--- config.mk ---
export PLATFORM = sky130hd
export DESIGN_NAME = stream_rr_arbiter
export DESIGN_NICKNAME = d
export VERILOG_FILES = /design/src/rtl/stream_rr_arbiter.sv
export SDC_FILE = /design/constraint.sdc
export NUM_CORES = 1
export LEC_CHECK = 0
export ABC_CLOCK_PERIOD_IN_PS = 3600
export BUFFER_PORTS_ARGS = -buffer_cell sky130_fd_sc_hd__buf_2
export CORE_MARGIN = 5
export CORE_UTILIZATION = 50
export CTS_CLUSTER_DIAMETER = 30
export CTS_CLUSTER_SIZE = 28
export DETAILED_ROUTE_END_ITERATION = 16
export HOLD_SLACK_MARGIN = 0.1
export PLACE_DENSITY = 0.8
export SLEW_MARGIN = 20
export SYNTH_ARGS = -nofsm -noshare
export SYNTH_HDL_FRONTEND = slang
export SYNTH_SLANG_ARGS = --single-unit
--- constraint.sdc ---
create_clock -name clk -period 3.6 [get_ports clk]
set_input_delay 0.36 -clock clk [delete_from_list [all_inputs] [get_ports clk]]
set_output_delay 0.36 -clock clk [all_outputs]
set_load 0.01 [all_outputs]
--- src/rtl/stream_rr_arbiter.sv ---
// -----------------------------------------------------------------------------
// stream_rr_arbiter
//
// Round-robin arbiter that merges N_IN valid/ready streams into one output
// stream. A requester holds the grant for up to MAX_BURST accepted beats, or
// until it drops valid. The grant then passes on, and the scan for the next
// grant starts at the channel after the one just served. Accepted beats go
// into a two-entry buffer (head + skid), so the input side never depends
// combinationally on out_ready.
//
// Parameters
//   N_IN       number of requester channels (2..16)
//   DATA_W     payload width per channel
//   MAX_BURST  maximum beats accepted per grant (1..255)
//
// Ports
//   clk              single clock, all state on the rising edge
//   rst              asynchronous, active-high reset
//   in_valid[N_IN]   per-requester beat valid
//   in_ready[N_IN]   per-requester accept (only the granted channel can be high)
//   in_data          payloads, channel i at bits [i*DATA_W +: DATA_W]
//   enable_transfer  high permits acceptance and new grants
//   out_valid        head beat valid
//   out_ready        downstream accept
//   out_data         head beat payload
//   out_src          source channel of head beat
//   busy             high while a grant is held or the buffer is non-empty
// -----------------------------------------------------------------------------
module stream_rr_arbiter #(
  parameter  int N_IN      = 4,
  parameter  int DATA_W    = 32,
  parameter  int MAX_BURST = 4,
  localparam int SRC_W     = (N_IN > 1) ? $clog2(N_IN) : 1
) (
  input  logic                   clk,
  input  logic                   rst,
  input  logic [N_IN-1:0]        in_valid,
  output logic [N_IN-1:0]        in_ready,
  input  logic [N_IN*DATA_W-1:0] in_data,
  input  logic                   enable_transfer,
  output logic                   out_valid,
  input  logic                   out_ready,
  output logic [DATA_W-1:0]      out_data,
  output logic [SRC_W-1:0]       out_src,
  output logic                   busy
);

  typedef enum logic {
    IDLE  = 1'b0,
    GRANT = 1'b1
  } state_t;

  // burst_cnt holds the last beat number before the grant is released.
  localparam logic [7:0] BURST_LAST = 8'(MAX_BURST - 1);

  state_t             state;
  logic [SRC_W-1:0]   grant_idx;
  logic [SRC_W-1:0]   rr_ptr;
  logic [7:0]         burst_cnt;

  logic [DATA_W-1:0]  head_data;
  logic [SRC_W-1:0]   head_src;
  logic [DATA_W-1:0]  skid_data;
  logic [SRC_W-1:0]   skid_src;
  logic [1:0]         count;

  logic               sel_found;
  logic [SRC_W-1:0]   sel_idx;
  logic               in_xfer;
  logic               out_xfer;
  logic [DATA_W-1:0]  grant_data;

  // Channel index (base + k) mod N_IN. Both operands are below N_IN, so one
  // conditional subtract is enough.
  function automatic logic [SRC_W-1:0] rotate_idx(input logic [SRC_W-1:0] base,
                                                  input int k);
    int sum;
    sum = int'(base) + k;
    if (sum >= N_IN) sum = sum - N_IN;
    return SRC_W'(sum);
  endfunction

  // Channel after the current grant, wrapping at N_IN (N_IN need not be a
  // power of two).
  function automatic logic [SRC_W-1:0] next_idx(input logic [SRC_W-1:0] idx);
    if (int'(idx) == N_IN - 1) return '0;
    return idx + 1'b1;
  endfunction

  // Round-robin pick: the first asserted in_valid found scanning from rr_ptr.
  always_comb begin
    sel_found = 1'b0;
    sel_idx   = '0;
    for (int k = 0; k < N_IN; k++) begin
      if (!sel_found && in_valid[rotate_idx(rr_ptr, k)]) begin
        sel_found = 1'b1;
        sel_idx   = rotate_idx(rr_ptr, k);
      end
    end
  end

  // Only the granted channel is offered ready. Gating on count < 2, and not on
  // out_ready, is what keeps the input side free of any path from downstream.
  always_comb begin
    in_ready = '0;
    if ((state == GRANT) && enable_transfer && (count != 2'd2))
      in_ready[grant_idx] = 1'b1;
  end

  assign in_xfer    = |(in_valid & in_ready);
  assign out_valid  = (count != 2'd0);
  assign out_xfer   = out_valid & out_ready;
  assign grant_data = in_data[grant_idx*DATA_W +: DATA_W];
  assign out_data   = head_data;
  assign out_src    = head_src;
  assign busy       = (state == GRANT) || (count != 2'd0);

  // Grant FSM. While enable_transfer is low in GRANT everything is frozen;
  // the downstream buffer keeps draining independently.
  always_ff @(posedge clk or posedge rst) begin
    if (rst) begin
      state     <= IDLE;
      grant_idx <= '0;
      rr_ptr    <= '0;
      burst_cnt <= '0;
    end else begin
      case (state)
        IDLE: begin
          if (enable_transfer && sel_found) begin
            grant_idx <= sel_idx;
            burst_cnt <= '0;
            state     <= GRANT;
          end
        end
        GRANT: begin
          if (enable_transfer) begin
            if (!in_valid[grant_idx]) begin
              state  <= IDLE;
              rr_ptr <= next_idx(grant_idx);
            end else if (in_xfer) begin
              burst_cnt <= burst_cnt + 8'd1;
              if (burst_cnt == BURST_LAST) begin
                state  <= IDLE;
                rr_ptr <= next_idx(grant_idx);
              end
            end
          end
        end
        default: state <= IDLE;
      endcase
    end
  end

  // Two-entry FIFO. The head is always the oldest beat. A push goes into the
  // head when the FIFO is empty or being emptied this cycle, otherwise into
  // the skid slot. A pop moves the skid beat forward. A push together with a
  // pop cannot happen at count 2, because in_ready is low there.
  always_ff @(posedge clk or posedge rst) begin
    if (rst) begin
      head_data <= '0;
      head_src  <= '0;
      skid_data <= '0;
      skid_src  <= '0;
      count     <= 2'd0;
    end else begin
      case ({in_xfer, out_xfer})
        2'b10: begin
          if (count == 2'd0) begin
            head_data <= grant_data;
            head_src  <= grant_idx;
          end else begin
            skid_data <= grant_data;
            skid_src  <= grant_idx;
          end
          count <= count + 2'd1;
        end
        2'b01: begin
          head_data <= skid_data;
          head_src  <= skid_src;
          count     <= count - 2'd1;
        end
        2'b11: begin
          if (count == 2'd1) begin
            head_data <= grant_data;
            head_src  <= grant_idx;
          end else begin
            head_data <= skid_data;
            head_src  <= skid_src;
            skid_data <= grant_data;
            skid_src  <= grant_idx;
          end
        end
        default: ;
      endcase
    end
  end

endmodule

==> results of run 1 <==
## power breakdown
group	internal, W	switching [W]
Combinational	0.00146	0.00112
Sequential	0.00138	0.000329
Clock	0.000346	0.000346
Total	0.00319	0.00179
## cell families after synthesis
kind of cell	after synthesis
compound gates	67
buf+inv	32
fa+ha+maj	11
simple gates	50
xor+xnor	2
flops	83
mux	101
## synthesized netlist by cell type, types with 3 or more instances
cell | number | area share
dfrtp_1 | 83 | 0.43
mux2_2 | 38 | 0.088
a22o_1 | 36 | 0.065
mux4_2 | 33 | 0.15
mux2_4 | 30 | 0.093
nand2_1 | 14 | 0.011
ha_1 | 11 | 0.028
nand3_1 | 10 | 0.010
buf_2 | 9 | 0.0093
o21ai_0 | 9 | 0.0093
inv_1 | 7 | 0.0054
clkbuf_1 | 6 | 0.0046
a21oi_1 | 5 | 0.0052
a31oi_1 | 5 | 0.0065
and2_1 | 4 | 0.0052
buf_6 | 4 | 0.0093
nand2b_1 | 4 | 0.0052
nor2b_1 | 4 | 0.0052
and3_1 | 3 | 0.0039
buf_8 | 3 | 0.0093
## routing by layer
| metal | routed length [microns] | GRT usage | vias up | part of all wire |
|---|---|---|---|---|
| met5 | 0 | 0 | - | 0 |
| met4 | 96 | 0.0550 | 0 | 0.0079 |
| met3 | 701 | 0.0406 | 8 | 0.057 |
| met2 | 6600 | 0.376 | 122 | 0.54 |
| met1 | 4800 | 0.252 | 1856 | 0.39 |
| li1 | - | - | 1680 | - |
## layout make-up
type,count,area (sq um)
Multi-Input combinational cell,231,2580
Timing Repair Buffer,184,958
Fill cell,745,3570
Clock inverter,6,71.3
Inverter,9,35.0
Clock buffer,10,138
Sequential cell,83,2080
Tap cell,133,166
## path summary, 6_finish.rpt
kind	start	to	cells past startpoint
setup reg to reg	grant_idx[0]	out_data[26]	10
hold / removal	enable_transfer	state	2
max in group asynchronous	rst	out_src[0]	4
setup / recovery	grant_idx[0]	out_data[26]	10
min in group asynchronous	rst	skid_data[16]	3
hold reg to reg	skid_src[1]	skid_src[1]	2
## what timing repair did
action                     in CTS  in global routing
gates resized for setup         0                  0
hold buffers                    1                  0
setup endpoints to repair       0                  0
hold endpoints to repair       24                  0
## registers in the layout, summed over array words and instances, names as in the netlist
register	flops
out_data	32
skid_data	32
burst_cnt	8
count	2
grant_idx	2
out_src	2
rr_ptr	2
skid_src	2
state	1
## through the flow
stage                     instance area, sq um  utilization  cells  hold slack [ps]  setup WS, ps
after detailed placement                  5810        0.605    639              390           590
after global placement                    5810        0.605    639              387           715
after floorplan                           4850            -    346              451           479
after CTS                                 6020        0.628    656              254           575
final                                     6020        0.628    656              279           585
after global routing                      6020        0.628    656              286           431
## critical path, stage by stage, from the launching register on
cell and delay (ps):
dfrtp_2 630, inv_1 160, ha_1 260, a22o_1 260, o21a_4 250, ha_1 230, nor2b_1 150, o21a_1 160
buf_4 250, a22o_1 280, mux2_4 270
==> results.py, run 1 <==
metrics = {
    "run_status": {
        "outcome": "complete, no violations",
    },
    "clock_tree": {
        "clk_pin_slew_ps": 90,
        "cts_tree": "yes",
        "postCtsSetupBuffers": 0,
        "cts.sinks": 83,
        "root_buffer": "clkbuf_8",
        "htree_levels": 3,
        "clk_path_buf_depth": 2,
        "insertion_delay_ps": 350,
        "numCtsBuffers": 9,
    },
    "die": {
        "die_x_microns": 108,
        "io_pins": 176,
        "rows": 36,
        "initial_core_util": 0.505,
        "die_y_microns": 108,
        "coreArea_sq_mm": 0.00959,
        "die_area_sq_mm": 0.0118,
    },
    "logic_synthesis": {
        "ys_ff_latch": 83,
        "yosysWarnings": 0,
        "synthMuxAreaShare": 0.334,
        "syn_area_sq_mm": 0.00485,
        "syn_area_per_cell_sq_um": 14.0,
        "synthAdderAreaFrac": 0.0284,
        "postSynthCellCount": 346,
        "synth_compound_area_frac": 0.109,
        "synth-simple-area-share": 0.0555,
        "synthXorXnorAreaFrac": 0.00361,
        "synth_edf_count": 0,
        "ys_types": 44,
        "synth_flop_cell": "dfrtp_1",
        "synth_top_family_by_area": "multiplexers",
        "syn-num-nets": 493,
        "seq_area_frac_synth": 0.428,
        "async_reset_ff_frac": 1.00,
    },
    "power_and_ir_drop": {
        "ir_drop_uv": 579,
        "total_power_w": 0.00498,
        "leakagePower_nw": 2.98,
        "power.density_mw_per_mm2": 827,
    },
    "global_route": {
        "grt_util_all_layers": 0.208,
        "grt_pass1_vias": 3903,
        "grt_max_degree": 37,
        "gr-total-overflow": 0,
        "antenna_found_initial": 0,
        "grt_pass1_wl_microns": 19000,
    },
    "timing": {
        "fin_skew_ps": 8.08,
        "max_slew_margin": 0.669,
        "grt_setup_unrepaired": "false",
        "finalCritPeriodShare": 0.837,
        "setup_viol": 0,
        "fin_crit_ps": 3010,
        "timing.fmax_ghz": 0.332,
        "slew_violations": 0,
        "hold_viol": 0,
        "finalSetupTns_ps": 0,
        "tightest_slew_ps": 496,
    },
    "critical_path": {
        "critPathKind": "reg -> reg",
        "ff2ff_setup_slack_ps": 590,
        "start_kind": "register",
        "end_kind": "register",
        "cp_max_fo": 34,
        "critical_path_required_ps": 3830,
        "arrival_ps": 3240,
    },
    "route": {
        "wl_per_cell_microns": 18.6,
        "drt_wl_total_microns": 12200,
        "ant_nets": 0,
        "drt_pass1_iterations": 4,
        "drc_errors": 0,
        "viasPerCell": 5.59,
        "dr_total_vias": 3666,
        "drtIter0Drc": 201,
    },
    "layout": {
        "fin_nets": 665,
        "final_common_cell": "buf_2",
        "area_growth_pct": 24.3,
        "layout-drive-gt1-share": 0.591,
        "n_antenna_cell": 0,
        "most-common-layout-cells": "buf_2 (175), dfrtp_1 (81), mux2_2 (38), a22o_1 (36), mux4_2 (33)",
    },
    "place": {
        "gp_congestion": 0.847,
        "portBuffers": 175,
        "dpl.hpwl_microns": 9010,
    },
    "worst_hold_path": {
        "hp-class": "in -> reg",
    },
    "run": {
        "drv_cap": 0,
    },
}
No activity file was read; power rests on OpenSTA's default activity.
==> run 2: changes to the inputs <==
--- a/config.mk
+++ b/config.mk
@@ -5,15 +5,15 @@
 export SDC_FILE = /design/constraint.sdc
 export NUM_CORES = 1
 export LEC_CHECK = 0
-export ABC_CLOCK_PERIOD_IN_PS = 3600
+export ABC_CLOCK_PERIOD_IN_PS = 2450
 export BUFFER_PORTS_ARGS = -buffer_cell sky130_fd_sc_hd__buf_2
 export CORE_MARGIN = 5
-export CORE_UTILIZATION = 50
+export CORE_UTILIZATION = 45
 export CTS_CLUSTER_DIAMETER = 30
 export CTS_CLUSTER_SIZE = 28
 export DETAILED_ROUTE_END_ITERATION = 16
 export HOLD_SLACK_MARGIN = 0.1
-export PLACE_DENSITY = 0.8
+export PLACE_DENSITY = 0.76
 export SLEW_MARGIN = 20
 export SYNTH_ARGS = -nofsm -noshare
 export SYNTH_HDL_FRONTEND = slang
==> constraint.sdc (replaced) <==
create_clock -name clk -period 2.45 [get_ports clk]
set_input_delay 0.245 -clock clk [delete_from_list [all_inputs] [get_ports clk]]
set_output_delay 0.245 -clock clk [all_outputs]
set_load 0.01 [all_outputs]
==> results.py, run 2 (synthesis results as in run 1) <==
metrics = {
    "clock_tree": {
        "cts.sinks": 83,
        "numCtsBuffers": 9,
        "htree_levels": 3,
        "clk_path_buf_depth": 2,
        "root_buffer": "clkbuf_8",
        "cts_tree": "yes",
        "insertion_delay_ps": 360,
        "clk_pin_slew_ps": 90,
    },
    "die": {
        "rows": 38,
        "die_y_microns": 114,
        "die_x_microns": 114,
        "io_pins": 176,
        "die_area_sq_mm": 0.0130,
        "initial_core_util": 0.453,
        "coreArea_sq_mm": 0.0107,
    },
    "route": {
        "drtIter0Drc": 194,
        "viasPerCell": 5.66,
        "wl_per_cell_microns": 19.8,
        "drt_pass1_iterations": 4,
        "drc_errors": 0,
        "ant_nets": 0,
        "drt_wl_total_microns": 13600,
        "dr_total_vias": 3883,
    },
    "timing": {
        "slew_violations": 0,
        "max_slew_margin": 0.553,
        "hold_viol": 0,
        "tightest_slew_ps": 670,
        "setup_viol": 50,
        "fin_ws_ps": -43.0,
        "finalSetupTns_ps": -1050,
        "finalCritPeriodShare": 1.02,
        "hold_slack_ps": 192,
        "timing.fmax_ghz": 0.401,
        "fin_skew_ps": 12.9,
        "fin_crit_ps": 2490,
        "grt_setup_unrepaired": "true",
    },
    "run_status": {
        "violations": "negative setup slack",
        "outcome": "complete, but fails checks",
    },
    "layout": {
        "fin_nets": 688,
        "fill_cells": 826,
        "n_antenna_cell": 0,
        "finish.utilization": 0.612,
        "fin_cells": 686,
        "most-common-layout-cells": "buf_2 (175), dfrtp_1 (81), mux2_4 (61), a22o_1 (36), mux4_2 (33)",
        "final_common_cell": "buf_2",
        "area_growth_pct": 35.0,
        "layout-drive-gt1-share": 0.626,
    },
    "critical_path": {
        "cp_max_fo": 8,
        "critical_path_required_ps": 2710,
        "arrival_ps": 2750,
        "r2r_cells": 9,
        "end_kind": "register",
        "start_kind": "register",
        "critPathKind": "reg -> reg",
    },
    "global_route": {
        "gr-total-overflow": 0,
        "grt_pass1_vias": 4123,
        "grt_util_all_layers": 0.198,
        "grt_max_degree": 84,
        "antenna_found_initial": 0,
        "grt_pass1_wl_microns": 20300,
    },
    "power_and_ir_drop": {
        "leakagePower_nw": 3.30,
        "ir_drop_uv": 802,
        "power.density_mw_per_mm2": 1260,
    },
    "place": {
        "gp_congestion": 0.793,
        "dpl.hpwl_microns": 9240,
        "portBuffers": 175,
        "dpl.cell_count": 657,
    },
    "run": {
        "drv_cap": 0,
    },
    "worst_hold_path": {
        "whs_path_depth": 2,
        "hp-class": "in -> reg",
    },
}
run 2: final timing paths:
| path | from | slack, ps | to |
|---|---|---|---|
| max | grant_idx[0] | -40 | out_data[22] |
| min | enable_transfer | 190 | state |
| max reg2reg | grant_idx[0] | -40 | out_data[22] |
| min reg2reg | out_data[20] | 500 | out_data[20] |
| max in group asynchronous | rst | 1580 | grant_idx[1] |
| min in group asynchronous | rst | 490 | out_data[14] |
run 2: where the power goes:
part	switching (W)	internal [W]
clock	0.000536	0.000506
sequential	0.000456	0.00203
combinational	0.00198	0.00273
total	0.00297	0.00527
run 2: cell type report:
class / count / area, sq um / area share
inverter: 9 / 42.5 / 0.00650
clock inverter: 6 / 70.1 / 0.0107
clock buffer: 10 / 138 / 0.0210
sequential: 83 / 2080 / 0.318
tap: 140 / 175 / 0.0268
multi-input combinational: 231 / 2760 / 0.421
timing repair buffer: 207 / 1280 / 0.196
run 2: critical path, stage by stage, from the launching register on:
cell and delay [ps]:
dfrtp_2 480, ha_2 220, a22o_1 240, o21a_4 250, ha_4 160, nor2b_1 130
o21a_4 260, clkbuf_16 180, a22o_1 220, mux2_2 250
run 2: stage by stage:
step                total power, W  worst slack, ps  cell area [sq um]
global placement           0.00659             32.7               6070
floorplan                  0.00568             -329               5010
CTS                        0.00793            -54.1               6350
global route               0.00868             -115               6550
finish                     0.00824            -43.0               6550
detailed placement         0.00679            -52.0               6070
run 2: what timing repair did:
action | CTS | global route
endpoints found under the setup margin | 34 | 66
hold buffers | 1 | 0
setup buffers | 3 | 4
gates cloned | 1 | 4
endpoints found under the hold margin | 83 | 0
gates resized for setup | 5 | 23
pin swaps | 4 | 5
run 2: per-layer routing:
layer | share of wire | vias up | GRT usage | routed length (microns)
met4 | 0.010 | 0 | 0.0396 | 136
met1 | 0.40 | 2005 | 0.230 | 5420
met5 | 0 | - | 0 | 0
met2 | 0.52 | 140 | 0.366 | 7080
li1 | - | 1724 | - | -
met3 | 0.069 | 14 | 0.0536 | 939
